[config.mk]
export PLATFORM = sky130hd
export DESIGN_NAME = shift_arbiter
export DESIGN_NICKNAME = d
export VERILOG_FILES = /design/src/rtl/shift_arbiter.sv
export SDC_FILE = /design/constraint.sdc
export NUM_CORES = 1
export LEC_CHECK = 0
export BUFFER_PORTS_ARGS = -buffer_cell sky130_fd_sc_hd__buf_2
export CAP_MARGIN = 20
export CORE_ASPECT_RATIO = 0.75
export CORE_UTILIZATION = 50
export DETAILED_ROUTE_END_ITERATION = 12
export GPL_ROUTABILITY_DRIVEN = 1
export PLACE_DENSITY = 0.85
export SETUP_SLACK_MARGIN = 0.4
export SYNTH_ARGS = -nofsm -noshare
export SYNTH_HDL_FRONTEND = slang
export SYNTH_SLANG_ARGS = --single-unit
[constraint.sdc]
create_clock -name CLK -period 3.6 [get_ports CLK]
set_clock_uncertainty 0.2 [all_clocks]
set_input_delay 0.72 -clock CLK [delete_from_list [all_inputs] [get_ports CLK]]
set_output_delay 0.72 -clock CLK [all_outputs]
set_load 0.1 [all_outputs]
[src/rtl/shift_arbiter.sv]
// Two-requester round-robin front end for a shared external 32-bit shifter.
// Rotates take a second shifter pass in the opposite direction, and the two results are ORed.
module shift_arbiter #(
  parameter logic RR_RESET_PRI = 1'b0
) (
  input  logic        CLK,
  input  logic        RST,
  input  logic        req0_valid,
  output logic        req0_ready,
  input  logic [31:0] req0_data,
  input  logic [31:0] req0_amt,
  input  logic [1:0]  req0_op,
  input  logic        req1_valid,
  output logic        req1_ready,
  input  logic [31:0] req1_data,
  input  logic [31:0] req1_amt,
  input  logic [1:0]  req1_op,
  output logic [31:0] sh_d,
  output logic [31:0] sh_s,
  output logic        sh_lnr,
  input  logic [31:0] sh_y,
  output logic        rsp_valid,
  input  logic        rsp_ready,
  output logic        rsp_id,
  output logic [31:0] rsp_data
);

  typedef enum logic [1:0] {IDLE, SHIFT1, SHIFT2, RESP} state_t;

  state_t      state_q, state_d;
  logic        pri_q, pri_d;
  logic        id_q, id_d;
  logic [31:0] data_q, data_d;
  logic [31:0] amt_q, amt_d;
  logic [1:0]  op_q, op_d;
  logic [31:0] acc_q, acc_d;

  logic        gnt0, gnt1;
  logic        isRot;
  logic [5:0]  rotInv;

  assign gnt0   = req0_valid & (~req1_valid | ~pri_q);
  assign gnt1   = req1_valid & (~req0_valid |  pri_q);
  assign isRot  = op_q[1];
  assign rotInv = 6'd32 - {1'b0, amt_q[4:0]};

  always_comb begin
    state_d    = state_q;
    pri_d      = pri_q;
    id_d       = id_q;
    data_d     = data_q;
    amt_d      = amt_q;
    op_d       = op_q;
    acc_d      = acc_q;
    req0_ready = 1'b0;
    req1_ready = 1'b0;
    sh_d       = 32'd0;
    sh_s       = 32'd0;
    sh_lnr     = 1'b0;
    rsp_valid  = 1'b0;
    rsp_id     = 1'b0;
    rsp_data   = 32'd0;
    case (state_q)
      IDLE: begin
        req0_ready = gnt0 & ~RST;
        req1_ready = gnt1 & ~RST;
        if (req0_ready) begin
          id_d    = 1'b0;
          data_d  = req0_data;
          amt_d   = req0_amt;
          op_d    = req0_op;
          pri_d   = 1'b1;
          state_d = SHIFT1;
        end else if (req1_ready) begin
          id_d    = 1'b1;
          data_d  = req1_data;
          amt_d   = req1_amt;
          op_d    = req1_op;
          pri_d   = 1'b0;
          state_d = SHIFT1;
        end
      end
      SHIFT1: begin
        sh_d    = data_q;
        sh_s    = isRot ? {27'd0, amt_q[4:0]} : amt_q;
        sh_lnr  = ~op_q[0];
        acc_d   = sh_y;
        state_d = (isRot && (amt_q[4:0] != 5'd0)) ? SHIFT2 : RESP;
      end
      SHIFT2: begin
        // Second pass brings the bits that fell off the end back around.
        sh_d    = data_q;
        sh_s    = {26'd0, rotInv};
        sh_lnr  = op_q[0];
        acc_d   = acc_q | sh_y;
        state_d = RESP;
      end
      RESP: begin
        rsp_valid = 1'b1;
        rsp_id    = id_q;
        rsp_data  = acc_q;
        if (rsp_ready) state_d = IDLE;
      end
      default: state_d = IDLE;
    endcase
  end

  always_ff @(posedge CLK) begin
    if (RST) begin
      state_q <= IDLE;
      pri_q   <= RR_RESET_PRI;
      id_q    <= 1'b0;
      data_q  <= 32'd0;
      amt_q   <= 32'd0;
      op_q    <= 2'd0;
      acc_q   <= 32'd0;
    end else begin
      state_q <= state_d;
      pri_q   <= pri_d;
      id_q    <= id_d;
      data_q  <= data_d;
      amt_q   <= amt_d;
      op_q    <= op_d;
      acc_q   <= acc_d;
    end
  end

endmodule

==> qor.json <==
{
  "timing.final.crit_period_ps": 3100,
  "worst-setup-path-type": "reg2out",
  "synthesis.area_per_instance_sq_um": 8.70,
  "worstPathCellList": "inv_1 > ha_4 > and3b_1 > buf_4 > and2_1 > buf_12",
  "floorplan.core_area_sq_um": 11200,
  "avgViaCountPerCell": 6.18,
  "mappedNetlistNets": 852,
  "antenna-diode-count": 0,
  "synth_cell_type_count": 39,
  "drtIter0Drc": 592,
  "timing_max_transition_violations_final": 0,
  "syn-instance-count": 676,
  "ant_nets": 0,
  "timing.critical_path.required_ps": 2680,
  "tritoncts.num_buffers": 9,
  "synth_seq_area_share": 0.347,
  "die_height_um": 95.9,
  "first_global_vias": 5855,
  "clkTransAtPathRegs_ps": 80,
  "initial_antenna_violation_count": 0,
  "worst-endpoint-arrival_ps": 2180,
  "ratio_of_cells_with_drive_above_1_in_the_final_layout": 0.408,
  "end_kind": "primary output",
  "drt_drc_violations_left": 0,
  "pin_count_of_the_biggest_net_entering_global_routing": 67,
  "num_io_pins": 270,
  "grt_overflow_total": 0,
  "drt_pre_antenna_iters": 5,
  "critical_path_buf_inv_count": 3,
  "tritoncts_clock_tree": "built",
  "timing.fmax_mhz": 322,
  "postRouteWirelength_um": 19000,
  "via_count": 6427,
  "final.setup.worst_slack_ps": 499,
  "critPathMaxStageDelay_ps": 470,
  "layout_commonest_cell": "sky130_fd_sc_hd__buf_2",
  "clock_insertion_delay_worst_skew_ps": 340,
  "syn_to_final_growth_pct": 34.7,
  "min_period_over_period": 0.862,
  "worstMarginPinSlew_ps": 977,
  "synth.largest_area_cell": "sky130_fd_sc_hd__dfxtp_1",
  "finalSetupViolations": 0,
  "min-delay-path-class": "reg2reg",
  "place_ws_ps": 720,
  "max_cap_viol_count": 0,
  "finalNetCount": 1054,
  "p_total_mw": 6.16,
  "vdd_ir_drop_max_mv": 0.442,
  "die_w_um": 127,
  "numClockSinks": 102,
  "fin_util": 0.708,
  "place.gp.congestion": 0.798,
  "routedWlPerCell_um": 18.3,
  "number_of_warnings_issued_by_yosys": 0,
  "clk_root_buffer_cell": "sky130_fd_sc_hd__clkbuf_16",
  "fill_cell_total_of_the_finished_layout": 889,
  "netlist_top_cells_area": "sky130_fd_sc_hd__dfxtp_1 35%, sky130_fd_sc_hd__a311oi_2 10%, sky130_fd_sc_hd__and2_1 9.9%, sky130_fd_sc_hd__o2111ai_1 9.8%, sky130_fd_sc_hd__a21oi_1 5.9%",
  "htreeDepth": 3,
  "synthesis.area_sq_um": 5880,
  "floorplan.die_area_sq_um": 12200,
  "grt_setup_unrepaired": "false",
  "number_of_core_rows": 33,
  "grt_first_pass_wirelength_um": 29600,
  "most-common-layout-cells": "240 x sky130_fd_sc_hd__buf_2, 102 x sky130_fd_sc_hd__dfxtp_1, 92 x sky130_fd_sc_hd__and2_1",
  "crit_fanout": 26,
  "globalRouteTotalUtil": 0.307,
  "worst_slew_margin_rel": 0.348,
  "synth_top_area_frac": 0.347,
  "startpoint_type": "flip-flop",
  "synth-seq-cells": 102,
  "report.final.hold_viol_count": 0,
  "crit_family": "buffers and inverters",
  "cts_hold_buf": 0,
  "run_status": "finished clean",
  "buffer_ports.inserted": 269,
  "dpl-instance-area_sq_um": 7630,
  "dpl.hpwl_um": 12900,
  "critical_path.slowest_cell": "sky130_fd_sc_hd__ha_4",
  "initial_utilization": 0.526,
  "max_clock_buf_depth": 2,
  "power_leakage_nw": 3.23,
  "power-per-cell-area_nw_per_um2": 777,
  "final_cell_area_sq_um": 7930
}
stage by stage:
step | hold slack [ps] | cells | TNS (ps)
after floorplan | 257 | 676 | -33.3
after global placement | 270 | 1024 | 0
after detailed placement | 276 | 1024 | 0
after CTS | 298 | 1040 | 0
after global routing | 324 | 1040 | 0
final | 293 | 1040 | 0
cell families (layout without fill, tap and decap cells):
| logic type | Yosys count | count (layout) | synth area share |
|---|---|---|---|
| multiplexers | 1 | 1 | 0.00191 |
| XOR/XNOR | 1 | 1 | 0.00149 |
| buffers and inverters | 105 | 312 | 0.0783 |
| flip-flops | 102 | 102 | 0.347 |
| adder cells (fa/ha/maj) | 7 | 7 | 0.0149 |
| AND/OR/NAND/NOR | 148 | 148 | 0.145 |
| AO/OA/AOI/OAI | 312 | 312 | 0.412 |
synthesized netlist by cell type:
library cell / instances
sky130_fd_sc_hd__dfxtp_1: 102
sky130_fd_sc_hd__and2_1: 93
sky130_fd_sc_hd__a21oi_1: 69
sky130_fd_sc_hd__clkbuf_1: 68
sky130_fd_sc_hd__o2111ai_1: 66
sky130_fd_sc_hd__o21ai_0: 63
sky130_fd_sc_hd__a311oi_2: 40
sky130_fd_sc_hd__a22oi_1: 35
sky130_fd_sc_hd__nor2_1: 33
sky130_fd_sc_hd__a311oi_1: 28
sky130_fd_sc_hd__buf_2: 17
sky130_fd_sc_hd__inv_1: 8
sky130_fd_sc_hd__ha_1: 7
sky130_fd_sc_hd__buf_1: 5
sky130_fd_sc_hd__buf_6: 5
sky130_fd_sc_hd__nand2b_1: 5
sky130_fd_sc_hd__nor2b_1: 4
sky130_fd_sc_hd__o21ai_1: 3
sky130_fd_sc_hd__a211oi_1: 2
sky130_fd_sc_hd__a31oi_1: 2
sky130_fd_sc_hd__buf_4: 2
sky130_fd_sc_hd__nand3b_1: 2
sky130_fd_sc_hd__a21boi_0: 1
sky130_fd_sc_hd__a21o_1: 1
sky130_fd_sc_hd__and2_4: 1
sky130_fd_sc_hd__and3_1: 1
sky130_fd_sc_hd__and3b_1: 1
sky130_fd_sc_hd__mux2_2: 1
sky130_fd_sc_hd__nand2_1: 1
sky130_fd_sc_hd__nand3_1: 1
sky130_fd_sc_hd__nand4b_1: 1
sky130_fd_sc_hd__nor3_1: 1
sky130_fd_sc_hd__nor3b_1: 1
sky130_fd_sc_hd__o211a_1: 1
sky130_fd_sc_hd__o22ai_1: 1
sky130_fd_sc_hd__or2_0: 1
sky130_fd_sc_hd__or2_2: 1
sky130_fd_sc_hd__or3b_2: 1
sky130_fd_sc_hd__xnor2_1: 1
final cells by class:
class                           instances  area, sq um  area share
Multi-Input combinational cell        469         3420       0.431
Sequential cell                       102         2040       0.258
Timing Repair Buffer                  288         1950       0.246
Clock buffer                            9          225      0.0284
Tap cell                              157          196      0.0248
Clock inverter                          7         65.1     0.00821
Inverter                                8         30.0     0.00379
routing by layer:
layer,routed length [um],up-vias,track usage
met4,479,0,0.105
met5,0,-,0
met1,7950,3057,0.403
met2,9140,348,0.509
li1,-,2985,-
met3,1460,37,0.0578
registers in the layout, summed over array words and instances (netlist names):
name     flops
acc_q       32
amt_q       32
data_q      32
op_q         2
state_q      2
id_q         1
pri_q        1
power by group:
part           internal (mW)  total [mW]  switching (mW)
clock                  0.486       0.949           0.464
sequential              1.47        1.65           0.182
combinational           1.04        3.56            2.52
what timing repair did:
action | 4_1_cts | 5_1_grt
setup buffers | 0 | 0
resized for setup | 1 | 0
endpoints found under the setup margin | 56 | 1
pin swaps | 0 | 1
worst min-delay path: stages, from the launching register on:
cell	delay (ps)
sky130_fd_sc_hd__dfxtp_1	330
sky130_fd_sc_hd__a22oi_1	60
sky130_fd_sc_hd__nor2_1	70
final timing paths:
check             depth (start not counted)                      to  slack [ps]                     from
hold reg to reg                           2  acc_q[22]$_SDFFE_PP0N_         290   acc_q[22]$_SDFFE_PP0N_
hold / removal                            2  acc_q[22]$_SDFFE_PP0N_         290   acc_q[22]$_SDFFE_PP0N_
setup / recovery                          6                sh_s[29]         500  state_q[0]$_SDFFE_PP0P_
setup reg to reg                          5  amt_q[23]$_SDFFE_PP0P_        1270  state_q[0]$_SDFFE_PP0P_
No activity file was read; power rests on OpenSTA's default activity.
